**src/rtl/frame_scan_tester.sv**
```systemverilog
// Frame memory scan tester: reads every block address of a frame in order, compares
// each returned multi-bank word against a counting pattern, and reports errors and passes.
module frame_scan_tester #(
  parameter int H_BLOCKS  = 80,
  parameter int V_BLOCKS  = 60,
  parameter int BANKS     = 4,
  parameter int BANK_W    = 32,
  parameter int ADDR_W    = 15,
  parameter int ADDR_STEP = 4,
  parameter int READ_LAT  = 1
) (
  input  logic                    GCLK,
  input  logic                    RST,
  input  logic                    start,
  input  logic                    continuous,
  input  logic                    stop,
  output logic                    rd_en,
  output logic [ADDR_W-1:0]       rd_addr,
  input  logic [BANKS*BANK_W-1:0] rd_data,
  output logic                    busy,
  output logic                    done,
  output logic                    err,
  output logic [15:0]             err_count,
  output logic [ADDR_W-1:0]       first_err_addr,
  output logic [15:0]             pass_count,
  output logic                    LD0,
  output logic [1:0]              o_dbg_state
);

  localparam int N     = H_BLOCKS * V_BLOCKS;
  localparam int IDX_W = (N > 1) ? $clog2(N) : 1;

  localparam logic [1:0] S_IDLE  = 2'd0;
  localparam logic [1:0] S_SCAN  = 2'd1;
  localparam logic [1:0] S_DRAIN = 2'd2;

  logic [1:0]        r_state;
  logic [IDX_W-1:0]  r_idx;
  logic [ADDR_W-1:0] r_addr;
  logic [1:0]        r_drain;
  logic              r_abort;
  logic              r_halt;
  logic              r_pv    [READ_LAT];
  logic [IDX_W-1:0]  r_pidx  [READ_LAT];
  logic [ADDR_W-1:0] r_paddr [READ_LAT];
  logic              r_err;
  logic [15:0]       r_err_count;
  logic [ADDR_W-1:0] r_first_addr;
  logic              r_first_seen;
  logic [15:0]       r_pass_count;
  logic              r_ld0;

  logic w_start;
  logic w_last_read;
  logic w_last_drain;
  logic w_mismatch;
  logic w_hit;

  assign w_start      = (r_state == S_IDLE) && start && !stop;
  assign w_last_read  = (r_idx == IDX_W'(N - 1));
  assign w_last_drain = (r_state == S_DRAIN) && (r_drain == 2'(READ_LAT - 1));
  assign w_hit        = r_pv[READ_LAT-1] && w_mismatch;

  // The delay line tail lines up with the returning data; compare every bank against the pattern.
  always_comb begin
    w_mismatch = 1'b0;
    for (int b = 0; b < BANKS; b++) begin
      if (rd_data[b*BANK_W +: BANK_W] !=
          (BANK_W'(r_pidx[READ_LAT-1]) * BANK_W'(BANKS) + BANK_W'(b)))
        w_mismatch = 1'b1;
    end
  end

  always_ff @(posedge GCLK) begin
    if (RST) begin
      r_state      <= S_IDLE;
      r_idx        <= '0;
      r_addr       <= '0;
      r_drain      <= '0;
      r_abort      <= 1'b0;
      r_halt       <= 1'b0;
      r_pass_count <= '0;
      r_ld0        <= 1'b0;
    end else begin
      case (r_state)
        S_IDLE: begin
          if (w_start) begin
            r_state <= S_SCAN;
            r_idx   <= '0;
            r_addr  <= '0;
            r_abort <= 1'b0;
            r_halt  <= 1'b0;
          end
        end
        S_SCAN: begin
          if (stop || w_last_read) begin
            r_state <= S_DRAIN;
            r_drain <= '0;
            r_abort <= stop;
            r_idx   <= '0;
            r_addr  <= '0;
          end else begin
            r_idx  <= r_idx + 1'b1;
            r_addr <= r_addr + ADDR_W'(ADDR_STEP);
          end
        end
        S_DRAIN: begin
          if (stop) r_halt <= 1'b1;
          if (w_last_drain) begin
            if (!r_abort) begin
              r_pass_count <= r_pass_count + 16'd1;
              r_ld0        <= ~r_ld0;
            end
            if (!r_abort && !r_halt && !stop && continuous) begin
              r_state <= S_SCAN;
              r_halt  <= 1'b0;
            end else begin
              r_state <= S_IDLE;
            end
          end else begin
            r_drain <= r_drain + 2'd1;
          end
        end
        default: r_state <= S_IDLE;
      endcase
    end
  end

  // Read tracking pipeline; flushing it on reset discards returns of aborted reads.
  always_ff @(posedge GCLK) begin
    if (RST) begin
      for (int k = 0; k < READ_LAT; k++) begin
        r_pv[k]    <= 1'b0;
        r_pidx[k]  <= '0;
        r_paddr[k] <= '0;
      end
    end else begin
      r_pv[0]    <= (r_state == S_SCAN);
      r_pidx[0]  <= r_idx;
      r_paddr[0] <= r_addr;
      for (int k = 1; k < READ_LAT; k++) begin
        r_pv[k]    <= r_pv[k-1];
        r_pidx[k]  <= r_pidx[k-1];
        r_paddr[k] <= r_paddr[k-1];
      end
    end
  end

  always_ff @(posedge GCLK) begin
    if (RST || w_start) begin
      r_err        <= 1'b0;
      r_err_count  <= '0;
      r_first_addr <= '0;
      r_first_seen <= 1'b0;
    end else if (w_hit) begin
      r_err <= 1'b1;
      if (r_err_count != 16'hFFFF) r_err_count <= r_err_count + 16'd1;
      if (!r_first_seen) begin
        r_first_addr <= r_paddr[READ_LAT-1];
        r_first_seen <= 1'b1;
      end
    end
  end

  assign rd_en          = (r_state == S_SCAN);
  assign rd_addr        = r_addr;
  assign busy           = (r_state == S_SCAN) || (r_state == S_DRAIN);
  assign done           = w_last_drain;
  assign err            = r_err;
  assign err_count      = r_err_count;
  assign first_err_addr = r_first_addr;
  assign pass_count     = r_pass_count;
  assign LD0            = r_ld0;
  assign o_dbg_state    = r_state;

endmodule

```
**config.mk**
```make
export PLATFORM = sky130hd
export DESIGN_NAME = frame_scan_tester
export DESIGN_NICKNAME = d
export VERILOG_FILES = /design/src/rtl/frame_scan_tester.sv
export SDC_FILE = /design/constraint.sdc
export NUM_CORES = 1
export LEC_CHECK = 0
export BUFFER_PORTS_ARGS = -buffer_cell sky130_fd_sc_hd__clkbuf_2
export CAP_MARGIN = 10
export CORE_MARGIN = 2
export CORE_UTILIZATION = 50
export DETAILED_ROUTE_END_ITERATION = 8
export HOLD_SLACK_MARGIN = 0.03
export PLACE_DENSITY = 0.83
export REMOVE_ABC_BUFFERS = 1
export SETUP_SLACK_MARGIN = 0.15
export SKIP_CTS_REPAIR_TIMING = 1
export SLEW_MARGIN = 20
export SYNTH_ARGS = -nofsm -noshare
export SYNTH_HDL_FRONTEND = slang
export SYNTH_SLANG_ARGS = --single-unit
```
**constraint.sdc**
```tcl
create_clock -name GCLK -period 3.8 [get_ports GCLK]
set_clock_uncertainty 0.15 [all_clocks]
set_input_delay 0.38 -clock GCLK [delete_from_list [all_inputs] [get_ports GCLK]]
set_output_delay 0.38 -clock GCLK [all_outputs]
set_load 0.05 [all_outputs]
```
# Word-level counts from Yosys, hierarchy flattened
# Memory sizes are Yosys's and may differ from the RTL's. A register that Yosys moved wholly into a read port is not among the register bits.
# Cells that the tools add are included.
dict set report totals {
  reg_bits 68
  latch_bits 0
  mem_bits_rw 29
  rom_bits 0
  inputBits 133
  out_inout_bits 69
  elab_cells 99
  n_memories 3
}
# name depth word_bits rd rd_ports_with_merged_regs wr line
set mem_list {}
lappend mem_list {r_paddr 1 15 1 1 1 45} ;# logic [ADDR_W-1:0] r_paddr [READ_LAT];
lappend mem_list {r_pidx 1 13 1 0 1 44} ;# logic [IDX_W-1:0] r_pidx [READ_LAT];
lappend mem_list {r_pv 1 1 1 0 1 43} ;# logic r_pv [READ_LAT];
dict set report classes {
  n_addsub 8
  multipliers 0
  div_mod_pow 0
  order_cmp 0
  n_eq_ne 12
  n_shift 0
  mux 34
  bitwise_logic 3
  n_reduce_logical 29
}
# op count
set ops {}
lappend ops {{32-bit by 16-bit != test with 1-bit output} 3}
lappend ops {{15-bit two-way mux} 3}
lappend ops {{13-bit two-way mux} 3}
lappend ops {{15-bit by 2-bit adder with 16-bit output, second input constant} 2}
lappend ops {{16-bit by 1-bit adder with 16-bit output, second input constant} 2}
lappend ops {{32-bit by 15-bit != test with 1-bit output} 1}
lappend ops {{15-bit case mux with 2 select lines} 1}
lappend ops {{13-bit case mux with 2 select lines} 1}
lappend ops {{1-bit two-way mux} 17}
lappend ops {{15-bit by 1-bit adder with 16-bit output, second input constant} 1}
lappend ops {{16-bit != test, second input constant} 1}
lappend ops {{15-bit by 3-bit adder with 15-bit output, second input constant} 1}
lappend ops {{15-bit OR reduction} 1}
lappend ops {{13-bit by 1-bit adder with 13-bit output, second input constant} 1}
lappend ops {{13-bit == test, second input constant} 1}
lappend ops {{13-bit OR reduction} 1}
lappend ops {{3-bit AND reduction} 4}
lappend ops {{2-bit two-way mux} 5}
lappend ops {{2-bit AND reduction} 4}
lappend ops {{1-bit logical AND} 7}
lappend ops {{2-bit != test, second input constant} 3}
lappend ops {{2-bit case mux with 3 select lines} 1}
lappend ops {{2-bit nonzero test} 3}
lappend ops {{2-bit zero test} 2}
lappend ops {{other kinds (10)} 17}

# Depth between registers and ports, before layout
# Gate-level depths: netlist of the first run.
# An unclocked memory read counts as a cell.
dict set report depth {
  word_depth 8
  ltp_mapped 10
  mapped_depth_nobuf 9
}

# Least setup slack after synthesis of the first run
# OpenSTA, ideal clock, no wires.
dict set report synth_timing {
  path_kind {register -> register}
  start {reg r_state[0] (netlist: o_dbg_state[0])}
  end {reg r_addr[11] (netlist: rd_addr[11])}
  setup_ps 128
  t_arrival_ps 2559
  required_ps 3522
  setup_slack_ps 963
  stages_incl_launch_ff 9
  n_path_buf 0
  period_less_slack_ps 2837
  cell_sequence {dfxtp_1 -> ha_1 -> inv_1 -> o22ai_1 -> nand4_1 -> nor2_1 -> nand3_1 -> xor2_1 -> nor2_1}
}
dict set report synth_between {
  word_cells_on_any_way 8
  cone_classes {eq/ne (2); mux (1); reduce/logical (5)}
}
# element line
set synth_rtl {}
lappend synth_rtl {{start: declaration} 37} ;# logic [1:0] r_state;
lappend synth_rtl {{start signal: assignment} 76} ;# r_state <= S_IDLE;
lappend synth_rtl {{start signal: assignment} 88} ;# r_state <= S_SCAN;
lappend synth_rtl {{start signal: assignment} 97} ;# r_state <= S_DRAIN;
lappend synth_rtl {{2-bit by 1-bit == test with 1-bit output (*)} n/a}
lappend synth_rtl {{via rd_en} 17} ;# output logic rd_en,
lappend synth_rtl {{2-bit nonzero test (no source line)} n/a}
lappend synth_rtl {{2-bit AND reduction (no source line)} n/a}
lappend synth_rtl {{end signal: assignment} 104} ;# r_addr <= r_addr + ADDR_W'(ADDR_STEP);
lappend synth_rtl {{end: declaration} 39} ;# logic [ADDR_W-1:0] r_addr;
# The timed path passes the listed nets; every way through them passes the cells marked *.
# A chain may end at the register's enable or synchronous reset.

# Worst setup path in the final report of the first run
dict set report layout_timing {
  start {in rd_data[62]}
  end {reg r_err_count[12] (netlist: err_count[12])}
}
dict set report layout_between {
  elab_chain_cells 6
}
# element line
set layout_rtl {}
lappend layout_rtl {{start: declaration} 19} ;# input logic [BANKS*BANK_W-1:0] rd_data,
lappend layout_rtl {{32-bit by 16-bit != test with 1-bit output} 68} ;# if (rd_data[b*BANK_W +: BANK_W] !=
lappend layout_rtl {{1-bit two-way mux (3 in a row)} 68}
lappend layout_rtl {{1-bit logical AND} 62} ;# assign w_hit = r_pv[READ_LAT-1] && w_mismatch;
lappend layout_rtl {{2-bit AND reduction (no source line)} n/a}
lappend layout_rtl {{end signal: assignment} 157} ;# if (r_err_count != 16'hFFFF) r_err_count <= r_err_count + 16'd1;
lappend layout_rtl {{end: declaration} 47} ;# logic [15:0] r_err_count;
# No other way between the ends.

==> results of run 1 <==
per-stage QoR:
step           utilization (%)  std cells  cell area, sq um
2_1_floorplan                -        569              4936
3_3_place_gp             62.33        903              6121
3_5_place_dp             62.33        903              6121
4_1_cts                  64.39        919              6322
5_1_grt                  64.39        919              6322
6_report                 64.39        919              6322
kinds of logic after synthesis:
logic type / count (synthesis) / share of synthesized area (%)
other: 1 / 0.07400
buffers and inverters: 36 / 3.556
DFF: 106 / 41.88
and+or+nand+nor: 299 / 30.99
xor gates and xnor gates: 54 / 9.333
adders and majority gates: 9 / 2.222
muxes: 2 / 0.3951
AOI/OAI and AO/OA: 85 / 11.56
power by group through the flow:
stage | logic (mW) | registers [mW] | clock network [mW]
finish | 0.591 | 1.20 | 0.698
global route | 0.645 | 1.20 | 0.761
CTS | 0.591 | 1.19 | 0.716
detailed placement | 0.588 | 1.22 | 0
global placement | 0.574 | 1.22 | 0
floorplan | 0.315 | 1.29 | 0
worst max-delay path, stage by stage:
cell and delay, ns:
clkbuf_2 0.12, nor4_1 0.59, nand4_1 0.23, nor4_1 0.42
nand4_2 0.25, nor2_2 0.47, buf_4 0.31, o21ba_2 0.17
a211oi_1 0.05
registers in the layout, indices dropped and copies added, names as in the netlist, 2 cells and up:
register and cells:
err_count 16, first_err_addr 13, o_dbg_state 2, pass_count 16
r_drain 2, r_idx 13, r_paddr 13, r_pidx 13
rd_addr 13
synth_stat cells, drive strengths merged, types with 4 or more instances:
cell type,number
o21ai,19
nand4,22
o22ai,6
nor4,20
or4,7
and3,23
clkbuf,15
ha,9
a31o,13
nor3,14
nor2b,31
buf,11
xor2,30
nand2,50
inv,10
o211ai,5
nand3,23
dfxtp,106
or3,20
and2,4
nor4b,5
xnor2,24
nor2,72
a21oi,25
layout make-up:
type	count	area, sq um
clock buffer	10	137.6
multi-input combinational	453	2779
sequential	106	2122
clock inverter	6	63.81
timing repair buffer	201	1016
tap	133	166.4
inverter	10	37.54
fill	879	3497
cells in the final DEF (no fill, tap or decap), drive strengths merged, types with 2 or more instances in the layout:
master,Yosys,final
a211oi,2,2
a21oi,25,25
a22oi,2,2
a31o,13,13
a31oi,2,2
and2,4,4
and3,23,23
and4,2,2
buf,11,4
clkbuf,15,207
clkinv,0,2
clkinvlp,0,2
conb,1,4
dfxtp,106,106
ha,9,9
inv,10,11
mux2i,2,2
nand2,50,50
nand3,23,23
nand4,22,22
nor2,72,72
nor2b,31,31
nor3,14,14
nor4,20,20
nor4b,5,5
o211ai,5,5
o21ai,19,19
o22ai,6,6
o31ai,2,2
or3,20,20
or4,7,7
xnor2,24,24
xor2,30,30
routing by layer:
metal / global-route usage (%) / up-vias / routed length, um
met5: 0 / - / 0
met4: 6.095 / 0 / 132
met3: 7.548 / 14 / 1099
met2: 42.25 / 191 / 6525
met1: 32.38 / 2310 / 6042
li1: - / 2472 / -
path summary, 6_finish.rpt:
| check | start | to | slack (ns) | cells past startpoint |
|---|---|---|---|---|
| max | rd_data[62] | err_count[12] | 0.91 | 9 |
| min | stop | r_halt | 0.18 | 3 |
| max reg2reg | r_pidx[0][0] | err_count[12] | 1.06 | 8 |
| min reg2reg | first_err_addr[9] | first_err_addr[9] | 0.34 | 1 |
==> flow_summary_export.csv, run 1 <==
group,metric,value,unit
cells_and_area,drive_above_1_share,30.28,%
cts,htree_levels,3,
sta,slew_viol_final,0,
placed_design,dpl.hpwl,10880,um
logic_synthesis,syn_area_per_cell,8.560,sq um
pwr,pwr-share-clk,28.1,%
critical_path,startpoint_type,"primary input",
logic_synthesis,synth_top_cell_by_area,"dfxtp_1",
logic_synthesis,synth_edf_count,0,
cts,cts_tree,"done",
hold_path,hold_path.class,"primary input to register",
pwr,power_density,392.9,mW/mm^2
floorplanning,die_x,104.7,um
cells_and_area,insertedDiodeCount,0,
critical_path,critPathMaxFanout,17,
sta,whs,0.1773,ns
placed_design,numPortBuffers,197,
detailed_routing,drt-initial-drc-count,203,
logic_synthesis,synth.area.top_cells,"dfxtp_1 42%, nor2_1 5.3%, xor2_1 5.2%",
detailed_routing,dr_total_vias,4987,
sta,worst_pin_slew,0.6576,ns
pwr,seqPwrFrac,48.1,%
logic_synthesis,ys_types,56,
sta,min_period,2.886,ns
global_routing,grt_pass1_wl,22630,um
pwr,p_comb_share,23.8,%
floorplanning,fp.dieH,104.7,um
logic_synthesis,synth_ff_type,"dfxtp_1",
pwr,p_sw,0.8312,mW
logic_synthesis,ys_warn_count,0,
floorplanning,num_rows,36,
global_routing,grt_pass1_vias,4785,
sta,max_freq,346.4,MHz
logic_synthesis,synth_area,0.005067,sq mm
pwr,ir_worst_vdd,0.4452,mV
cts,clkTransAtPathRegs,0.10,ns
cts,cts_root_buf,"clkbuf_8",
global_routing,grt_antenna_before_repair,0,
detailed_routing,ant_nets,0,
pwr,total_power,2.484,mW
sta,relSlewSlack,56.16,%
pwr,p_int,1.653,mW
sta,setup_viol,0,
sta,grt_setup_unrepaired,"false",
cells_and_area,area_growth,24.77,%
cts,cts_max_path_buffers,2,
critical_path,critPathCaptureType,"register",
cts,cts_sinks,106,
detailed_routing,drt_wl_total,13800,um
critical_path,crit_type,"primary input to register",
detailed_routing,first_pass_iters,5,
cts,insertion_delay,0.36,ns
pwr,leakagePower,2.692,nW
detailed_routing,drc,0,
floorplanning,io_pins,202,
global_routing,grt.overflow.total,0,
logic_synthesis,synth_top_area_share,41.88,%
floorplanning,core_area,0.009819,sq mm
logic_synthesis,syn_inst,592,
floorplanning,dieArea,0.01096,sq mm
logic_synthesis,synth-seq-cells,106,
logic_synthesis,ys_seq_area_share,41.88,%
cells_and_area,fin_nets,923,
sta,finalHoldViolCount,0,
global_routing,grt_max_degree,58,
job,drv_cap,0,
global_routing,globalRouteTotalUtil,25.37,%
detailed_routing,wl_per_cell,15.02,um
critical_path,arrival,2.99,ns
logic_synthesis,async_flop_share,0,%
placed_design,gp_congestion,1.011,
floorplanning,start_util,51.61,%
pwr,switching_share,33.46,%
sta,finalWorstSetupSlack,0.9136,ns
cts,numCtsBuffers,9,
run_status,status,"finished clean",
placed_design,preCtsSetupSlack,0.6727,ns
detailed_routing,via_per_inst,5.427,
sta,fin_crit_sh,75.96,%
critical_path,cp_data_required_time,3.90,ns
sta,finalSetupTns,0,ns
Power figures use the tool's default switching activity.
==> run 2, diff against run 1 <==
--- a/config.mk
+++ b/config.mk
@@ -8,10 +8,10 @@
 export BUFFER_PORTS_ARGS = -buffer_cell sky130_fd_sc_hd__clkbuf_2
 export CAP_MARGIN = 10
 export CORE_MARGIN = 2
-export CORE_UTILIZATION = 50
+export CORE_UTILIZATION = 44
 export DETAILED_ROUTE_END_ITERATION = 8
 export HOLD_SLACK_MARGIN = 0.03
-export PLACE_DENSITY = 0.83
+export PLACE_DENSITY = 0.77
 export REMOVE_ABC_BUFFERS = 1
 export SETUP_SLACK_MARGIN = 0.15
 export SKIP_CTS_REPAIR_TIMING = 1
==> constraint.sdc (replaced) <==
create_clock -name GCLK -period 2.3 [get_ports GCLK]
set_clock_uncertainty 0.15 [all_clocks]
set_input_delay 0.23 -clock GCLK [delete_from_list [all_inputs] [get_ports GCLK]]
set_output_delay 0.23 -clock GCLK [all_outputs]
set_load 0.05 [all_outputs]
==> flow_summary_export.csv, run 2 (same netlist as run 1, synthesis figures left out) <==
group,metric,value,unit
placed_design,preCtsSetupSlack,-0.04812,ns
global_routing,grt_antenna_before_repair,0,
critical_path,reg2regPathDepth,9,
sta,finalSetupTns,0,ns
global_routing,grt_pass1_vias,4398,
cells_and_area,fin_nets,958,
cells_and_area,regArea,0.002136,sq mm
global_routing,grt_max_degree,36,
cells_and_area,insertedDiodeCount,0,
sta,finalHoldViolCount,0,
detailed_routing,wl_per_cell,13.91,um
detailed_routing,dr_total_vias,5032,
floorplanning,dieArea,0.01239,sq mm
placed_design,gp_congestion,0.8823,
cts,cts_max_path_buffers,2,
cells_and_area,area_growth,36.07,%
floorplanning,io_pins,202,
cells_and_area,final_common_cell,"clkbuf_2",
global_routing,grt_pass1_wl,21220,um
placed_design,placed_cells,939,
hold_path,hold_path.class,"primary input to register",
critical_path,startpoint_type,"register",
cts,clkTransAtPathRegs,0.07,ns
cells_and_area,final_core_util,60.91,%
sta,fin_crit_sh,95.79,%
cts,cts_root_buf,"clkbuf_16",
cts,cts_sinks,106,
floorplanning,num_rows,39,
placed_design,numPortBuffers,197,
critical_path,critPathCaptureType,"register",
placed_design,dpl.hpwl,10190,um
critical_path,arrival,2.34,ns
cts,numCtsBuffers,9,
cells_and_area,drive_above_1_share,37.27,%
global_routing,globalRouteTotalUtil,20.69,%
cts,cts_tree,"done",
pwr,ir_worst_vdd,1.124,mV
floorplanning,fp.dieH,111.3,um
hold_path,holdPathStages,3,
sta,max_freq,453.9,MHz
sta,min_period,2.203,ns
detailed_routing,drc,0,
detailed_routing,ant_nets,0,
sta,finalWorstSetupSlack,0.09694,ns
critical_path,cp_data_required_time,2.44,ns
detailed_routing,first_pass_iters,5,
job,drv_cap,0,
critical_path,critPathMaxFanout,21,
detailed_routing,drt-initial-drc-count,222,
sta,setup_viol,0,
floorplanning,start_util,44.76,%
floorplanning,die_x,111.3,um
detailed_routing,drt_wl_total,13410,um
floorplanning,core_area,0.01132,sq mm
pwr,leakagePower,3.002,nW
cts,insertion_delay,0.35,ns
cells_and_area,design_area,0.006895,sq mm
cells_and_area,final_cell_mix,"197 x clkbuf_2, 97 x dfxtp_1, 69 x nor2_1",
cts,htree_levels,3,
sta,grt_setup_unrepaired,"true",
cells_and_area,final.fill_count,1004,
placed_design,placed_area,0.006354,sq mm
run_status,status,"finished clean",
sta,whs,0.08132,ns
cells_and_area,fin_cells,964,
pwr,total_power,4.616,mW
critical_path,crit_type,"register to register",
global_routing,grt.overflow.total,0,
sta,slew_viol_final,0,
detailed_routing,via_per_inst,5.220,
cells_and_area,multi_input_area,0.002925,sq mm
pwr,power_density,669.5,mW/mm^2
run 2: where the power goes:
group	leakage [nW]	switching (mW)	internal (mW)
combinational	2.00	0.725	0.452
sequential	0.859	0.0749	1.90
clock	0.144	0.714	0.755
total	3.00	1.51	3.10
run 2: worst paths after layout:
kind | start | to | slack [ns]
max reg2reg | r_pidx[0][12] | err_count[6] | 0.1
min | stop | r_halt | 0.08
max | r_pidx[0][12] | err_count[6] | 0.1
min reg2reg | first_err_addr[5] | first_err_addr[5] | 0.33
run 2: routing by layer:
metal	track usage [%]	up-vias	wire length, um
met5	0	-	0
met3	6.233	21	995
met2	30.93	158	5890
li1	-	2552	-
met1	29.11	2301	6280
met4	5.844	0	247
run 2: critical path, stage by stage, from the launching register on:
cell and delay [ns]:
dfxtp_2 0.34, buf_4 0.13, and3_1 0.15, o22ai_1 0.18, nor4_2 0.09, nand4_4 0.14, nor2_4 0.07, buf_12 0.15
or4b_2 0.66, nand2_1 0.08
run 2: final cells by class:
class                   count  area share (%)
multi-input cells         453           42.42
flip-flops and latches    106           30.97
repair buffers            236           19.27
clock buffers               9           3.266
well taps                 143           2.595
clock inverters             7          0.9254
inverters                  10          0.5444
==> run 3, diff against run 2 <==
--- a/config.mk
+++ b/config.mk
@@ -5,10 +5,11 @@
 export SDC_FILE = /design/constraint.sdc
 export NUM_CORES = 1
 export LEC_CHECK = 0
+export ABC_AREA = 1
 export BUFFER_PORTS_ARGS = -buffer_cell sky130_fd_sc_hd__clkbuf_2
 export CAP_MARGIN = 10
 export CORE_MARGIN = 2
-export CORE_UTILIZATION = 44
+export CORE_UTILIZATION = 45
 export DETAILED_ROUTE_END_ITERATION = 8
 export HOLD_SLACK_MARGIN = 0.03
 export PLACE_DENSITY = 0.77
==> flow_summary_export.csv, run 3 <==
group,metric,value,unit
hold_path,min_to,"pass_count[9]",
sta,slew_viol_final,0,
logic_synthesis,syn_inst,866,
cells_and_area,final_common_cell,"nand2_1",
sta,finalHoldViolCount,0,
logic_synthesis,ys_types,37,
cts,cts_root_buf,"clkbuf_16",
sta,setup_viol,0,
critical_path,critPathMaxStageDelay,0.37,ns
global_routing,grt_antenna_before_repair,0,
critical_path,arrival,2.14,ns
global_routing,grt.overflow.total,0,
global_routing,grt_pass1_wl,23730,um
placed_design,dpl.hpwl,11690,um
placed_design,placed_area,0.006818,sq mm
sta,relSlewSlack,52.79,%
logic_synthesis,synth-seq-cells,106,
pwr,leakagePower,3.289,nW
logic_synthesis,synth_top_area_share,37.65,%
critical_path,critical-path-top-delay-family,"simple AND/OR/NAND/NOR gates",
critical_path,cp_data_required_time,2.39,ns
critical_path,slowest_stage,"dfxtp_4",
cells_and_area,design_area,0.007333,sq mm
cells_and_area,fin_nets,1214,
detailed_routing,ant_nets,0,
sta,min_period,2.051,ns
hold_path,hold_path.class,"primary input to register",
logic_synthesis,synth_area,0.005637,sq mm
critical_path,crit_type,"register to register",
sta,worst_pin_slew,0.7072,ns
cts,htree_levels,3,
floorplanning,fp.dieH,115.9,um
cells_and_area,area_growth,30.10,%
detailed_routing,first_pass_iters,5,
floorplanning,num_rows,40,
logic_synthesis,yosysMostFrequentCell,"nand2_1",
critical_path,critPathMostFrequentCell,"nor2_2",
floorplanning,die_x,115.9,um
sta,max_freq,487.5,MHz
floorplanning,io_pins,202,
global_routing,globalRouteTotalUtil,21.66,%
critical_path,critPathMaxFanout,4,
cts,numCtsBuffers,9,
cells_and_area,insertedDiodeCount,0,
critical_path,critPathCaptureType,"register",
detailed_routing,via_per_inst,4.778,
floorplanning,start_util,46.54,%
sta,fin_crit_sh,89.19,%
sta,whs,0.08819,ns
detailed_routing,dr_total_vias,5949,
critical_path,r2r-start,"o_dbg_state[0]",
logic_synthesis,synth_top_cell_by_area,"dfxtp_1",
run_status,status,"finished clean",
logic_synthesis,synth_edf_count,0,
logic_synthesis,synth.area.top_cells,"dfxtp_1 38%, nand2_1 15%, nor2_1 11%",
logic_synthesis,ys_seq_area_share,37.65,%
logic_synthesis,ys_warn_count,0,
logic_synthesis,synth_ff_type,"dfxtp_1",
critical_path,worstReg2RegEnd,"rd_addr[13]",
placed_design,numPortBuffers,197,
floorplanning,core_area,0.01211,sq mm
cts,cts_tree,"done",
global_routing,grt_max_degree,22,
pwr,ir_worst_vdd,0.8319,mV
logic_synthesis,synth_common_cells,"219 x nand2_1, 161 x nor2_1, 109 x inv_1",
job,drv_cap,0,
placed_design,gp_congestion,0.8624,
detailed_routing,drt_wl_total,15230,um
critical_path,path_cells,"inv_4 > ha_2 > nand2_2 > nor2_4 > a21oi_2 > nor2_2 > nand4_1 > nor2_2 > buf_4 > nand2_1 > xor2_1 > nor2_1",
logic_synthesis,syn_area_per_cell,6.509,sq um
logic_synthesis,async_flop_share,0,%
detailed_routing,drc,0,
cells_and_area,drive_above_1_share,26.93,%
critical_path,path_buf_inv,2,
global_routing,grt_pass1_vias,5380,
cts,clkTransAtPathRegs,0.08,ns
critical_path,r2r_slack,0.25,ns
detailed_routing,drt-initial-drc-count,345,
hold_path,holdPathStages,2,
cts,cts_sinks,106,
hold_path,min_from,"RST",
pwr,power_density,643.6,mW/mm^2
sta,grt_setup_unrepaired,"false",
detailed_routing,wl_per_cell,12.23,um
cells_and_area,final_cell_mix,"217 x nand2_1, 197 x clkbuf_2, 151 x nor2_1",
cts,insertion_delay,0.34,ns
critical_path,startpoint_type,"register",
floorplanning,dieArea,0.01344,sq mm
cts,cts_max_path_buffers,2,
critical_path,reg2regPathDepth,12,
run 3: cell types whose count changed after synthesis, sizes merged, moves of 23 or more:
| cell | before | now |
|---|---|---|
| nor2b | 31 | 0 |
| nand2 | 50 | 220 |
| inv | 10 | 118 |
| nor2 | 72 | 164 |
| a21oi | 25 | 56 |
| and3 | 23 | 0 |
run 3: routing by layer:
metal / GRT usage [%] / wire length, um / part of all wire, % / up-vias
met5: 0 / 0 / 0 / -
met4: 4.524 / 140 / 0.92 / 0
met1: 26.33 / 6506 / 43 / 2611
met2: 39.57 / 7538 / 49 / 184
met3: 4.446 / 1046 / 6.9 / 11
li1: - / - / - / 3143
run 3: per-stage QoR:
step	power (mW)	worst slack [ns]	utilization, %	std cells	setup TNS [ns]
finish	4.719	0.2486	60.55	1245	0
global route	4.952	0.1022	60.55	1245	0
CTS	4.661	0.07602	58.84	1239	0
detailed placement	3.135	0.1069	56.29	1223	0
global placement	3.128	0.2016	56.29	1223	0
floorplan	2.749	-0.3417	-	844	-6.634
run 3: cell type report:
class	instances	area, sq um
tap	168	210.2
inverter	120	452.9
clock inverter	7	83.83
fill	1204	4778
sequential	106	2143
multi-input combinational	618	3082
timing repair buffer	217	1136
clock buffer	9	225.2
run 3: worst register-to-register path, stage by stage (launching register included):
cell and delay (ns):
dfxtp_4 0.37, inv_4 0.07, ha_2 0.19, nand2_2 0.07, nor2_4 0.15, a21oi_2 0.08, nor2_2 0.17, nand4_1 0.16
nor2_2 0.19, buf_4 0.13, nand2_1 0.05, xor2_1 0.12, nor2_1 0.05
run 3: where the power goes:
| part | switching (mW) | internal, mW | leakage (nW) | total (mW) |
|---|---|---|---|---|
| sequential | 0.0848 | 1.91 | 0.863 | 1.99 |
| clock | 0.756 | 0.775 | 0.149 | 1.53 |
| combinational | 0.813 | 0.382 | 2.28 | 1.19 |
| total | 1.65 | 3.07 | 3.29 | 4.72 |
run 3: worst max-delay path by stage:
| stage | start | endpoint | cells past startpoint |
|---|---|---|---|
| floorplan | o_dbg_state[1] | rd_addr[14] | 7 |
| finish | o_dbg_state[0] | rd_addr[13] | 12 |
| global route | o_dbg_state[0] | rd_addr[13] | 12 |
| global placement | o_dbg_state[0] | pass_count[13] | 12 |
| CTS | o_dbg_state[0] | pass_count[13] | 12 |
| detailed placement | o_dbg_state[0] | pass_count[13] | 12 |
run 3: kinds of logic after synthesis:
family / count (synthesis) / synth area share (%)
other cells: 1 / 0.06653
xor+xnor: 33 / 5.128
simple gates: 486 / 36.67
flops: 106 / 37.65
buf+inv: 145 / 10.32
fa+ha+maj: 9 / 1.998
compound gates: 86 / 8.169
